[config.mk]
export PLATFORM = sky130hd
export DESIGN_NAME = rx_iq_packer
export DESIGN_NICKNAME = d
export VERILOG_FILES = /design/src/rtl/rx_iq_packer.sv
export SDC_FILE = /design/constraint.sdc
export NUM_CORES = 1
export LEC_CHECK = 0
export ABC_AREA = 0
export ABC_CLOCK_PERIOD_IN_PS = 1900
export BUFFER_PORTS_ARGS = -buffer_cell sky130_fd_sc_hd__buf_2
export CAP_MARGIN = 20
export CORE_MARGIN = 3
export CORE_UTILIZATION = 35
export CTS_CLUSTER_DIAMETER = 120
export DETAILED_ROUTE_END_ITERATION = 16
export HOLD_SLACK_MARGIN = 0.03
export PLACE_DENSITY = 0.6
export RECOVER_POWER = 100
export REMOVE_ABC_BUFFERS = 1
export SYNTH_ARGS = -nofsm -noshare
export SYNTH_HDL_FRONTEND = slang
export SYNTH_SLANG_ARGS = --single-unit
[constraint.sdc]
create_clock -name clk -period 1.9 [get_ports clk]
set_input_delay 0.095 -clock clk [delete_from_list [all_inputs] [get_ports clk]]
set_output_delay 0.095 -clock clk [all_outputs]
set_load 0.01 [all_outputs]
[src/rtl/rx_iq_packer.sv]
`default_nettype none
// ============================================================================
// Module   : rx_iq_packer
// Brief    : Packs pairs of 24-bit {Q,I} RX FIFO words into three 16-bit host
//            words, with a sticky overrun flag and a wrapping group counter.
// Revision : 1.0 - initial release
// ============================================================================
module rx_iq_packer #(
  parameter int IQ_PAIR_WIDTH = 24,
  parameter int OUT_WIDTH     = 16,
  parameter int CNT_WIDTH     = 16
) (
  input  logic                     clk,
  input  logic                     reset_n,
  input  logic                     enable,
  input  logic                     rx_fifo_empty,
  input  logic                     rx_fifo_full,
  output logic                     rx_fifo_rd,
  input  logic [IQ_PAIR_WIDTH-1:0] rx_fifo_q,
  input  logic                     host_full,
  output logic                     host_wr,
  output logic [OUT_WIDTH-1:0]     host_data,
  output logic                     overrun,
  output logic [CNT_WIDTH-1:0]     group_cnt
);

  localparam logic [2:0] c_idle  = 3'd0;
  localparam logic [2:0] c_cap_a = 3'd1;
  localparam logic [2:0] c_req_b = 3'd2;
  localparam logic [2:0] c_cap_b = 3'd3;
  localparam logic [2:0] c_w0    = 3'd4;
  localparam logic [2:0] c_w1    = 3'd5;
  localparam logic [2:0] c_w2    = 3'd6;

  localparam logic [CNT_WIDTH-1:0] c_cnt_one = {{(CNT_WIDTH-1){1'b0}}, 1'b1};

  logic [2:0]               r_state;
  logic [IQ_PAIR_WIDTH-1:0] r_a;
  logic [IQ_PAIR_WIDTH-1:0] r_b;
  logic                     r_overrun;
  logic [CNT_WIDTH-1:0]     r_group_cnt;

  logic                     w_rd;
  logic                     w_wr;
  logic [OUT_WIDTH-1:0]     w_data;

  // Little-endian byte stream: A bytes 0..2 then B bytes 0..2, two bytes per word.
  always_comb begin
    w_rd   = 1'b0;
    w_wr   = 1'b0;
    w_data = '0;
    case (r_state)
      c_idle:  w_rd = enable & ~rx_fifo_empty;
      c_req_b: w_rd = enable & ~rx_fifo_empty;
      c_w0: begin
        w_wr   = ~host_full;
        w_data = r_a[15:0];
      end
      c_w1: begin
        w_wr   = ~host_full;
        w_data = {r_b[7:0], r_a[23:16]};
      end
      c_w2: begin
        w_wr   = ~host_full;
        w_data = r_b[23:8];
      end
      default: begin
        w_rd   = 1'b0;
        w_wr   = 1'b0;
        w_data = '0;
      end
    endcase
  end

  // Strobes are forced low for the whole duration of an asserted reset.
  assign rx_fifo_rd = w_rd & reset_n;
  assign host_wr    = w_wr & reset_n;
  assign host_data  = reset_n ? w_data : '0;
  assign overrun    = r_overrun;
  assign group_cnt  = r_group_cnt;

  always_ff @(posedge clk or negedge reset_n) begin
    if (!reset_n) begin
      r_state     <= c_idle;
      r_a         <= '0;
      r_b         <= '0;
      r_group_cnt <= '0;
    end else begin
      case (r_state)
        c_idle: begin
          if (w_rd) r_state <= c_cap_a;
        end
        c_cap_a: begin
          r_a     <= rx_fifo_q;
          r_state <= c_req_b;
        end
        c_req_b: begin
          // Dropping enable here abandons the half-built group.
          if (!enable)   r_state <= c_idle;
          else if (w_rd) r_state <= c_cap_b;
        end
        c_cap_b: begin
          r_b     <= rx_fifo_q;
          r_state <= c_w0;
        end
        c_w0: begin
          if (w_wr) r_state <= c_w1;
        end
        c_w1: begin
          if (w_wr) r_state <= c_w2;
        end
        c_w2: begin
          if (w_wr) begin
            r_group_cnt <= r_group_cnt + c_cnt_one;
            r_state     <= c_idle;
          end
        end
        default: r_state <= c_idle;
      endcase
    end
  end

  always_ff @(posedge clk or negedge reset_n) begin
    if (!reset_n)                  r_overrun <= 1'b0;
    else if (enable & rx_fifo_full) r_overrun <= 1'b1;
    else if (!enable)              r_overrun <= 1'b0;
  end

endmodule
`default_nettype wire

After elaboration in Yosys (flattened, before gate mapping)

Index checks and enable logic that the tools add are counted.

Flip-flop bits (word level): 68
Input port bits: 30
Output and inout port bits: 35
Logic and storage cells: 42

Add/subtract/negate cells: 1
Equality and inequality tests: 12
Muxes and demuxes: 13
Bitwise operators: 6
Reductions and logical operators: 5

Operator list:

| kind                                                                    | number |
|---|---|
| 16-bit one-hot mux with 3 select lines                                  | 1 |
| 3-bit one-hot mux with 7 select lines                                   | 1 |
| 3-bit 2-to-1 mux                                                        | 6 |
| 16-bit by 1-bit adder with 16-bit output, second input constant         | 1 |
| 16-bit 2-to-1 mux                                                       | 1 |
| 3-bit == test, second input constant                                    | 3 |
| 2-bit inequality test, second input constant                            | 4 |
| 3-bit by 2-bit == test with 1-bit output, second input constant         | 2 |
| 5-bit AND reduction                                                     | 1 |
| 1-bit AND                                                               | 4 |
| 1-bit 2-to-1 mux                                                        | 4 |
| 3-bit by 1-bit == test with 1-bit output, second input constant         | 1 |
| 3-bit zero test                                                         | 1 |
| 3-bit inequality test, second input constant                            | 1 |
| 3-bit OR reduction                                                      | 1 |
| 2-bit by 1-bit inequality test with 1-bit output, second input constant | 1 |
| 1-bit inverter                                                          | 2 |
| 2-bit AND reduction                                                     | 1 |
| 2-bit OR reduction                                                      | 1 |

Depth between registers and ports, before layout

Depth after elaboration: 6
Depth in mapped cells: 7
Gate-level depth less buffers: 4

Worst setup path after synthesis

Ideal clock, no wire load.

Kind: register to register
From: register r_state[1]
To: register r_a[10]
Setup time: 0.125 ns
Data arrival time: 1.391 ns
Data required time: 1.775 ns
Setup slack: 0.385 ns
Cell stages (with the launch flop): 6
Path buffers: 2
Clock period less this slack: 1.515 ns
Cells stage by stage: dfrtp_1 > buf_2 > nand2b_1 > nor2_2 > buf_2 > mux2_2

Longest elaborated chain between the ends: 1

RTL lines:

| what                                     | line | source |
|---|---|---|
| from (decl)                              | 37   | `logic [2:0] r_state;` |
| from (signal assigned)                   | 84   | `r_state <= c_idle;` |
| from (signal assigned)                   | 91   | `if (w_rd) r_state <= c_cap_a;` |
| from (signal assigned)                   | 95   | `r_state <= c_req_b;` |
| 3-bit by 1-bit == test with 1-bit output | 89   | `case (r_state)` |
| to (signal assigned)                     | 94   | `r_a <= rx_fifo_q;` |
| to (decl)                                | 38   | `logic [IQ_PAIR_WIDTH-1:0] r_a;` |

No other way between the ends.
A chain may end at the register's enable or synchronous reset.

Worst setup path in the final report

From: register r_state[1]
To: output host_data[3]

Longest elaborated chain between the ends: 3
Elaborated cells between the ends (all ways): 5
Those cells by class: 3 x eq/ne; 2 x mux

RTL lines:

| what                                     | line | source |
|---|---|---|
| 3-bit == test                            | 52   | `case (r_state)` |
| 16-bit one-hot mux with 3 select lines * | 52   |  |
| 16-bit 2-to-1 mux *                      | 78   | `assign host_data = reset_n ? w_data : '0;` |
| to (decl)                                | 22   | `output logic [OUT_WIDTH-1:0] host_data,` |

Mark *: on every way between the ends. The rest lies on a longest branch, timed or not.

==> out/results.ini <==
[synthesis]
async_flop_share_pct = 100
synth_seq_area_share_pct = 54.6
synth-edff-count = 0
synth_top_area_share_pct = 54.6
synth.area.top_cells = dfrtp_1, mux2_2, mux2i_1, nor2_1, xnor2_1
ys_types = 29
syn_area_um2 = 3120
yosys_warnings = 0
synth_xor_xnor_area_share_pct = 4.22
synth_cells = 264
ys_seq_elements = 68
synthMuxAreaShare_pct = 22.9
synth_top_family_by_area = multiplexers
synth_most_common_cell = dfrtp_1
avgSynthCellArea_um2 = 11.8
synthAdderAreaFrac_pct = 0.402
synth-compound-area-share_pct = 3.53
synth_area_leader_cell = dfrtp_1
synth-simple-area-share_pct = 10.9
synth_ff_type = dfrtp_1
synthTopCellsByCount = dfrtp_1, mux2_2, nor2_1, a21oi_1, mux2i_1

[cells_and_area]
diodes = 0
final_util_pct = 47.4
area_delta_synth_final_pct = 28.1
nFillCells = 821
drive_above_1_share_pct = 31.1
num-nets-final = 396

[cts]
cts_sinks = 68
cts-root-buf = clkbuf_8
numCtsBuffers = 9
htreeDepth = 3
clk_pin_slew_ns = 0.06
cts_setup_buffers = 0
clkLatencyLatePin_ns = 0.34
cts_tree = built
clk_path_buf_depth = 2

[global_route]
grt_max_degree = 36
grt_antenna_before_repair = 0
track_usage_pct = 14.3
globalRouteOverflowTotal = 0
grt_first_pass_wirelength_um = 11400
grt_pass1_vias = 2346

[route]
drt_wl_total_um = 6750
drt_iter0_markers = 69
firstDrtPassIters = 4
wl_met1_um = 3110
top_layer = met4
dr_wl_met2_um = 3220
routed-via-count = 2265
antenna_left = 0
vias_per_cell = 4.77
met3_length_um = 352
drcViolationCount = 0
post_drt_wl_per_cell_um = 14.2

[floorplan]
die-area_um2 = 10100
start_util_pct = 37.0
die_w_um = 100
core_um2 = 8420
ios = 65
die_h_um = 100
rows = 33

[timing]
fin_worst_skew_ns = 0.00361
fin_crit_sh_pct = 94.5
grt_setup_unrepaired = yes
setup_viol = 0
worstMarginPinSlew_ns = 0.842
fmax_mhz = 557
finalCriticalPeriod_ns = 1.80
finalHoldViolations = 0
slew_violations = 0
slew_headroom_pct = 43.9

[run]
drv_cap = 0

[power_and_ir_drop]
fin_total_pwr_mw = 5.36
p_leak_nw = 1.81
p_per_area_nw_per_um2 = 1340
irDropWorstVdd_v = 0.000751

[place]
port_buffers = 64
routabilityCongestion = 0.715
hpwlAfterDp_um = 4710

[worst_setup_path]
crit_type = reg -> out
crit_required_ns = 1.80
path_max_fanout = 10
cp-end-kind = output port
cp.arrival_ns = 1.70
start_kind = register

[hold_path]
min_path_type = in -> reg

[status]
status = completed

[final cells by class]
type,instances,area (um2),share of cell area [%]
flip-flops and latches,68,1700,42.7
clock inverters,1,5.00,0.125
well taps,105,131,3.29
inverters,6,22.5,0.564
repair buffers,106,653,16.4
multi-input cells,174,1300,32.5
clock buffers,15,176,4.42
[state kept, by name, indices dropped and copies added, names as in the netlist]
register   count
overrun        1
r_a           24
group_cnt     16
r_b           24
r_state        3
[through the flow]
stage / TNS (ns) / worst slack, ns / std cells / instance area [um2] / hold WS [ns]
2_1_floorplan: -15.89 / -0.390 / 248 / 3030 / -0.201
3_3_place_gp: 0 / 0.430 / 432 / 3610 / 0.0356
3_5_place_dp: 0 / 0.417 / 432 / 3610 / 0.0393
4_1_cts: 0 / 0.0378 / 475 / 4060 / 0.0932
5_1_grt: -0.00719 / -0.00719 / 475 / 3990 / 0.129
6_report: 0 / 0.104 / 475 / 3990 / 0.120
[where the power goes]
part	internal (mW)	switching (mW)	leakage (nW)
logic	1.03	0.878	0.888
clock network	0.581	0.505	0.0937
registers	2.03	0.328	0.824
total	3.65	1.71	1.81
[path summary, 6_finish.rpt]
path                                           start                         to  slack, ns  cells after the start
setup / recovery              r_state[1]$_DFFE_PN0P_               host_data[3]       0.10                      6
hold / removal                             host_full     r_state[0]$_DFFE_PN0P_       0.12                      3
setup reg to reg              r_state[2]$_DFFE_PN0P_  group_cnt[15]$_DFFE_PN0P_       0.19                      5
hold reg to reg            group_cnt[15]$_DFFE_PN0P_  group_cnt[15]$_DFFE_PN0P_       0.47                      1
max in group asynchronous                    reset_n         r_b[6]$_DFFE_PN0P_       0.55                      3
min in group asynchronous                    reset_n        r_b[21]$_DFFE_PN0P_       0.21                      2
[cells by family after synthesis]
group                      after synthesis
adders and majority gates                1
and+or+nand+nor                         72
AOI/OAI and AO/OA                       21
xor gates and xnor gates                15
buffers and inverters                   22
DFF                                     68
muxes                                   65
[layout by cell type (no fill, tap or decap), types with 11 or more instances in the layout]
cell type and instances:
dlygate4sd3_1 27, clkbuf_1 31, clkbuf_8 12, a21oi_1 16
buf_2 35, mux2_2 49, dfrtp_1 67, nor2_1 38
mux2i_1 16, nand2_1 11
[worst max-delay path, cell delays in order, from the launching register on]
cell and delay, ns:
dfrtp_2 0.45, buf_4 0.20, nor2b_1 0.15, buf_4 0.20, a21oi_1 0.08, nor2_1 0.11, clkbuf_1 0.16
[metal layers]
metal	up-vias	track usage (%)
li1	1105	-
met1	1101	18.0
met2	53	23.3
met3	6	4.17
met4	0	5.49
met5	-	0
[what timing repair did]
action	in CTS	in global routing
hold buffers	27	0
endpoints found under the setup margin	0	1
gates resized for setup	0	1
hold endpoints to repair	60	0
Note: power is estimated with default switching activity, not from simulation.
